File: src/rtl/vlw_pkg.sv
// Shared constants and types for the vector/scalar load writeback sequencer.
package vlw_pkg;
   localparam int LANES = 16;
   localparam int DW    = 32;
   localparam int RAW   = 4;
   localparam int MAW   = 32;
   localparam int LW    = $clog2(LANES);

   localparam logic [LW-1:0]  SCALAR_LANE = LW'(15);
   localparam logic [RAW-1:0] PC_REG      = RAW'(15);

   typedef logic [LANES-1:0][DW-1:0] vec_t;

   typedef enum logic [2:0] {
      IDLE,
      ISSUE,
      WAIT,
      WB,
      REJECT
   } state_t;
endpackage

File: src/rtl/vlw_lane_buffer.sv
// 16x32 lane buffer: synchronous clear, single-lane write, full-vector read.
module vlw_lane_buffer
   import vlw_pkg::*;
(
   input  logic                        clk,
   input  logic                        rst,
   input  logic                        clr,
   input  logic                        wr_en,
   input  logic [LW-1:0]               wr_lane,
   input  logic [DW-1:0]               wr_data,
   output logic [LANES-1:0][DW-1:0]    rd_vec
);

   always_ff @(posedge clk or posedge rst) begin
      if (rst)
         rd_vec <= '0;
      else if (clr)
         rd_vec <= '0;
      else if (wr_en)
         rd_vec[wr_lane] <= wr_data;
   end

endmodule

File: src/rtl/vec_load_writeback.sv
// Fetches one word or a 16-lane vector from memory, one word per request,
// then issues a single register-file write.
module vec_load_writeback
   import vlw_pkg::*;
(
   input  logic                     clk,
   input  logic                     rst,
   input  logic                     start,
   input  logic                     is_vector,
   input  logic [RAW-1:0]           dest_reg,
   input  logic [MAW-1:0]           base_addr,
   output logic                     busy,
   output logic                     done,
   output logic                     err,
   output logic                     mem_req,
   output logic [MAW-1:0]           mem_addr,
   input  logic [DW-1:0]            mem_rdata,
   input  logic                     mem_rvalid,
   output logic                     rf_we,
   output logic [RAW-1:0]           rf_waddr,
   output logic [LANES*DW-1:0]      rf_wdata,
   output logic                     rf_sel_v_s_w,
   output logic [31:0]              load_count
);

   state_t          state;
   logic            vec_q;
   logic [RAW-1:0]  dest_q;
   logic [MAW-1:0]  base_q;
   logic [LW-1:0]   lane;
   logic [LW-1:0]   lane_inc;
   vec_t            buf_vec;
   logic            buf_clr;
   logic            buf_wr;

   assign lane_inc = lane + LW'(1);
   assign buf_clr  = (state == IDLE) && start;
   assign buf_wr   = (state == WAIT) && mem_rvalid;

   vlw_lane_buffer u_buf (
      .clk     (clk),
      .rst     (rst),
      .clr     (buf_clr),
      .wr_en   (buf_wr),
      .wr_lane (lane),
      .wr_data (mem_rdata),
      .rd_vec  (buf_vec)
   );

   // mem_req/mem_addr are registered on entry to ISSUE, so the request is
   // visible during the ISSUE cycle itself; rf_we is registered on leaving WB.
   always_ff @(posedge clk or posedge rst) begin
      if (rst) begin
         state        <= IDLE;
         vec_q        <= 1'b0;
         dest_q       <= '0;
         base_q       <= '0;
         lane         <= '0;
         busy         <= 1'b0;
         done         <= 1'b0;
         err          <= 1'b0;
         mem_req      <= 1'b0;
         mem_addr     <= '0;
         rf_we        <= 1'b0;
         rf_waddr     <= '0;
         rf_wdata     <= '0;
         rf_sel_v_s_w <= 1'b0;
         load_count   <= '0;
      end else begin
         mem_req <= 1'b0;
         rf_we   <= 1'b0;
         done    <= 1'b0;
         err     <= 1'b0;
         case (state)
            IDLE: begin
               if (start) begin
                  vec_q  <= is_vector;
                  dest_q <= dest_reg;
                  base_q <= base_addr;
                  lane   <= is_vector ? '0 : SCALAR_LANE;
                  busy   <= 1'b1;
                  if (!is_vector && dest_reg == PC_REG) begin
                     state <= REJECT;
                  end else begin
                     state    <= ISSUE;
                     mem_req  <= 1'b1;
                     mem_addr <= base_addr;
                  end
               end
            end
            REJECT: begin
               err   <= 1'b1;
               done  <= 1'b1;
               busy  <= 1'b0;
               state <= IDLE;
            end
            ISSUE: begin
               state <= WAIT;
            end
            WAIT: begin
               if (mem_rvalid) begin
                  if (!vec_q || lane == SCALAR_LANE) begin
                     state <= WB;
                  end else begin
                     lane     <= lane_inc;
                     mem_addr <= base_q + {{(MAW-LW-2){1'b0}}, lane_inc, 2'b00};
                     mem_req  <= 1'b1;
                     state    <= ISSUE;
                  end
               end
            end
            WB: begin
               rf_we        <= 1'b1;
               rf_waddr     <= dest_q;
               rf_sel_v_s_w <= vec_q;
               rf_wdata     <= buf_vec;
               done         <= 1'b1;
               busy         <= 1'b0;
               load_count   <= load_count + 32'd1;
               state        <= IDLE;
            end
            default: state <= IDLE;
         endcase
      end
   end

endmodule

File: config.mk
export PLATFORM = sky130hd
export DESIGN_NAME = vec_load_writeback
export DESIGN_NICKNAME = d
export VERILOG_FILES = /design/src/rtl/vlw_pkg.sv /design/src/rtl/vlw_lane_buffer.sv /design/src/rtl/vec_load_writeback.sv
export SDC_FILE = /design/constraint.sdc
export NUM_CORES = 2
export LEC_CHECK = 0
export ABC_CLOCK_PERIOD_IN_PS = 64400
export BUFFER_PORTS_ARGS = -buffer_cell sky130_fd_sc_hd__buf_2
export CAP_MARGIN = 10
export CORE_MARGIN = 2
export CORE_UTILIZATION = 40
export DETAILED_ROUTE_END_ITERATION = 10
export GPL_ROUTABILITY_DRIVEN = 0
export GPL_TIMING_DRIVEN = 0
export PLACE_DENSITY = 0.61
export SLEW_MARGIN = 20
export SYNTH_ARGS = -nofsm -noshare
export SYNTH_HDL_FRONTEND = slang
export SYNTH_HIERARCHICAL = 1
export SYNTH_SLANG_ARGS = --single-unit
File: constraint.sdc
create_clock -name clk -period 64.4 [get_ports clk]
set_clock_uncertainty 0.15 [all_clocks]
set_input_delay 12.88 -clock clk [delete_from_list [all_inputs] [get_ports clk]]
set_output_delay 12.88 -clock clk [all_outputs]
set_load 0.01 [all_outputs]
# [Yosys cells after proc, flatten, opt, wreduce, memory -nomap -nowiden]
# Cells that the tools add are included.
# Widths: inputs -> output; s select.
[classes] magnitude_cmp=2 addsub=3 reduce_logical=17 eq_ne=10 n_mux=30
[ops] operator="$mux 512" n=2
[ops] operator="$bwmux 512" n=1
[ops] operator="$mux 32" n=5
[ops] operator="$demux 32 s4" n=1
[ops] operator="$pmux 32 s2" n=1
[ops] operator="$add 32x1->32 const B" n=1
[ops] operator="$add 32x6->32" n=1
[ops] operator="$mux 4" n=4
[ops] operator="$mux 3" n=3
[ops] operator="$pmux 3 s3" n=1
[ops] operator="$eq 4x4->1 const B" n=2
[ops] operator="$mux 1" n=8
[ops] operator="$ne 2x2->1 const B" n=4
[ops] operator="$pmux 4 s2" n=1
[ops] operator="$eq 3x2->1 const B" n=2
[ops] operator="$reduce_and 2->1" n=3
[ops] operator="$reduce_bool 2->1" n=3
[ops] operator="$lt 4x5->1 const B" n=1
[ops] operator="$reduce_and 5->1" n=1
[ops] operator="$add 4x1->4 const B" n=1
[ops] operator="$ge 4x1->1 const B" n=1
[ops] operator="$logic_and 1x1->1" n=4
[ops] operator="$pmux 1 s2" n=2
[ops] operator="$reduce_and 4->1" n=1
[ops] operator="other kinds (7)" n=8
[word_totals] in_bits=73 out_inout_bits=586 ff_bits=1142

# [Logic depth before layout (Yosys ltp)]
[logic_depth] word_depth=7 ltp_mapped=10 mapped_depth_nobuf=9

# [Cells and area by module]
# The synthesis kept the hierarchy.
[modules_own_cells] mod="vec_load_writeback" area_each_um2=24681.2 n_inst=1 cells_per_inst=2698 seq_area_each_um2=15765.1
[modules_own_cells] mod="vlw_lane_buffer" area_each_um2=22374.0 n_inst=1 cells_per_inst=1774 seq_area_each_um2=12812.3

# [Worst setup path before layout]
# OpenSTA, ideal clock, no wires.
[synth_timing] path_kind="input port to flip-flop" start="input port start" end="register u_buf/rd_vec[101] in the netlist's numbering" setup_slack_ns=49.566 required_ns=64.113 path_buffers=5 arrival_ns=14.547 path_stages=8 path_cell_list="nor4b_4 buf_2 clkbuf_1 buf_2 nand2b_1 clkbuf_1 clkbuf_1 mux2i_1"
[synth_via] elab_chain_cells=2
[synth_rtl] item="from (decl)" line="vec_load_writeback.sv:8" source="input logic start,"
[synth_rtl] item="$logic_and 1x1->1 (*)" line="vec_load_writeback.sv:37" source="assign buf_clr = (state == IDLE) && start;"
[synth_rtl] item="named net buf_clr" line="vec_load_writeback.sv:33" source="logic buf_clr;"
[synth_rtl] item="$mux 512 or $reduce_bool 2->1 (tied branches)"
[synth_rtl] item="to (signal, indexed assignment)" line="vlw_lane_buffer.sv:20" source="rd_vec[wr_lane] <= wr_data;"
[synth_rtl] item="to (decl)" line="vlw_lane_buffer.sv:11" source="output logic [LANES-1:0][DW-1:0] rd_vec"
# Mark *: on every way through the listed nets, which the timed path passes. The rest lies on a longest branch.
# A chain may end at the register's enable or synchronous reset.

# [Worst setup path after layout]
[layout_timing] start="input port start" end="register u_buf/rd_vec[58] in the netlist's numbering"
# Same word-level chain as after synthesis.

==> metrics.txt <==
post-synthesis cell count=4472; Avg WL per Cell=23.7 um; GR Util met1=0.360; maximum clock rate=0.0616 GHz; Root Driver=clkbuf_16; Crit Path Class=input pin to register; Main synth FF type=dfrtp_1; worst setup path start=start; initial antenna violation count=24; Max Cap Viol=0; clock latency on the worst-skew pair=between 700 and 800 ps; chip width=approximately 350 um; hold path cells=2; post-synthesis cell area=around 47000 sq um; cells along the critical path=buf_2, nor4b_4, buf_2, clkbuf_1, clkbuf_1, nand2b_1, clkbuf_1, buf_2, mux2i_1; Hold Buf Count CTS=0; die area=between 100000 and 150000 sq um; Total Routing Usage GR=0.270; largest net degree at the start of global routing=98; post-synthesis sequential area ratio=0.607; Fin Setup TNS=0 ps; postcts setup bufs=0; via count=34400; Avg Cell Area, Syn=10.5 sq um; Leakage Power=33.0 nW; Reg clk slew, reported paths=about 60 ps; Final nets=5343; final setup vio count=0; maximum VDD drop=approximately 0.000027 V; row cnt=125; P&R area growth vs syn=20.6%; Final Power=2.22 mW; drt drc=0; Initial DRT Pass Iterations=5; post-route cell area=56700 sq um; Ys Warns=6; Initial Utilization=0.404; Post-Layout Cell Count=6903; number of cells in the design after placement=around 6700; max-slew violation count=0; Worst Hold Launch=u_buf/rd_vec[203]; crit path setup slack, layout=48170 ps; H-tree Lvls=3; met3 Use GR=0.0566; reg-to-reg startpoint=state[0]; crit end category=register; worst hold path class=register to register; PD cells=around 39 nW/um^2; CTS Sinks=1142; dpl hpwl=116 mm; crit start category=input pin; asr flop ratio synth=1.00; CP arrival=16670 ps; Final Cycle Share=0.252; syn nets=4552; Setup Slack @ Placement=47390 ps; CTS resizes=0; Placed Area=52600 sq um; Core ar.=116000 sq um; clock buffer count from CTS=119; 1st-iter DRT viols=2570; number of synthesized flops with an enable pin=0; RSZ-0062 raised after global routing=false; share of cells above drive strength 1=0.195; Die Span Y=between 300 and 400 um; IO Pins=659; most used routing layer=met2; Worst path slowest cell=clkbuf_1; vias in the first global route=34700; r2r worst-path depth=8; status=complete, no violations; minimum clock period=between 15000 and 20000 ps; slew of the pin with the lowest slew margin=1230 ps; largest stage delay on the critical path=770 ps; WP depth=9; ranking of synthesized cells by area=dfrtp_1 (61%), nand2_1 (13%), mux2i_1 (11%); met2 Use GR=0.428; Yosys reg bits=roughly 1100; final hold violations=0; first-pass GRT wire length=237 mm; dominant cell type by area after synthesis=dfrtp_1; Yosys top cell area share=0.607; Overflow after GRT=0; vias per cell=4.98; Max clock buf depth=3; synth unique cells=54; buffers plus inverters on the worst setup path=6; Req. time, crit path=64840 ps; WL final=164 mm; CTS tree=done; Slew HR=0.179; PortBufs=658; crit-path max FO=13; top cell family by delay on the critical path=buffers and inverters; Post-DRT Antenna Nets=0
-- final timing paths --
check,to,slack (ps)
max,u_buf/rd_vec[58],48170
min,rf_wdata[203],280
max reg2reg,u_buf/rd_vec[58],59810
min reg2reg,rf_wdata[203],280
max in group asynchronous,rf_wdata[282],49620
min in group asynchronous,load_count[17],12090
-- cell usage after synthesis (all sizes together) (2+ instances only) --
cell type and n:
nand2 1611, and3 13, or2 3, nor3 12, o22ai 2, a21oi 16, nor3b 5, inv 17
ha 6, nor2 31, a211oi 3, xnor2 42, nand2b 546, nand3 23, mux2i 514, xor2 13
nor4 8, and2 5, buf 124, nor2b 7, or3 2, a22oi 13, dfrtp 1142, a21o 4
and3b 2, clkbuf 191, o21ai 39, a31oi 7, and4 10, mux2 32, nand4 16
-- power by group --
group          total (mW)  switching, mW  internal, mW
clock network       0.715          0.303         0.412
logic               0.584          0.391         0.193
registers           0.918         0.0893         0.829
total                2.22          0.783          1.43
-- cell type report --
cell class,instances,area [sq um]
Fill cell,11000,59600
Sequential cell,1142,28600
Multi-Input combinational cell,2998,17000
Timing Repair Buffer,670,3620
Clock buffer,180,3540
Tap cell,1524,1910
Buffer,315,1450
Clock inverter,43,543
Inverter,17,78.8
Antenna cell,14,35.0
-- sequential cells by signal, summed over array words and instances (netlist names) --
register	cells
mem_req	1
rf_we	1
err	1
vec_q	1
lane	4
mem_addr	32
rf_waddr	4
busy	1
state	3
rf_wdata	512
base_q	32
done	1
rf_sel_v_s_w	1
dest_q	4
u_buf/rd_vec	512
load_count	32
-- per-layer routing --
layer	vias up	wire, um	part of all wire
met2	1052	76000	0.46
met5	-	157	0.00096
met3	239	11100	0.067
li1	15800	-	-
met4	8	6710	0.041
met1	17300	70000	0.43
-- tightest hold or removal path: stages (launching register included) --
cell	delay [ps]
dfrtp_1	340
nand2_1	50
nand2_1	50
-- through the flow --
stage | utilization | hold WS (ps)
after floorplan | - | 285
after global placement | 0.449 | 298
after detailed placement | 0.452 | 300
after CTS | 0.487 | 288
after global routing | 0.487 | 323
final | 0.488 | 285
-- kinds of logic after synthesis --
kind of cell	share of synthesized area
compound gates	0.0117
simple gates	0.220
mux	0.117
flops	0.607
buf+inv	0.0319
xor+xnor	0.0102
fa+ha+maj	0.00202
-- layout by cell type, fill, tap and decap left out, types with 5 or more instances in the layout --
| cell | n |
|---|---|
| dfrtp_1 | 1142 |
| nor2_1 | 30 |
| nor2b_1 | 7 |
| a22oi_1 | 13 |
| and3_1 | 13 |
| and2_1 | 5 |
| xor2_1 | 13 |
| nor4_1 | 7 |
| nor3_1 | 11 |
| nand4_1 | 16 |
| nand2_1 | 1605 |
| diode_2 | 14 |
| mux2i_1 | 514 |
| clkbuf_2 | 9 |
| a31oi_1 | 7 |
| and4_1 | 10 |
| clkinv_2 | 22 |
| nand2_2 | 6 |
| o21ai_0 | 39 |
| xnor2_1 | 42 |
| clkbuf_16 | 120 |
| buf_2 | 740 |
| clkbuf_1 | 212 |
| buf_4 | 34 |
| clkbuf_8 | 31 |
| inv_1 | 13 |
| a21oi_1 | 16 |
| mux2_2 | 32 |
| bufinv_16 | 8 |
| nand2b_1 | 546 |
| ha_1 | 6 |
| buf_16 | 12 |
| nand3_1 | 22 |
(Power assumes the default switching activity.)
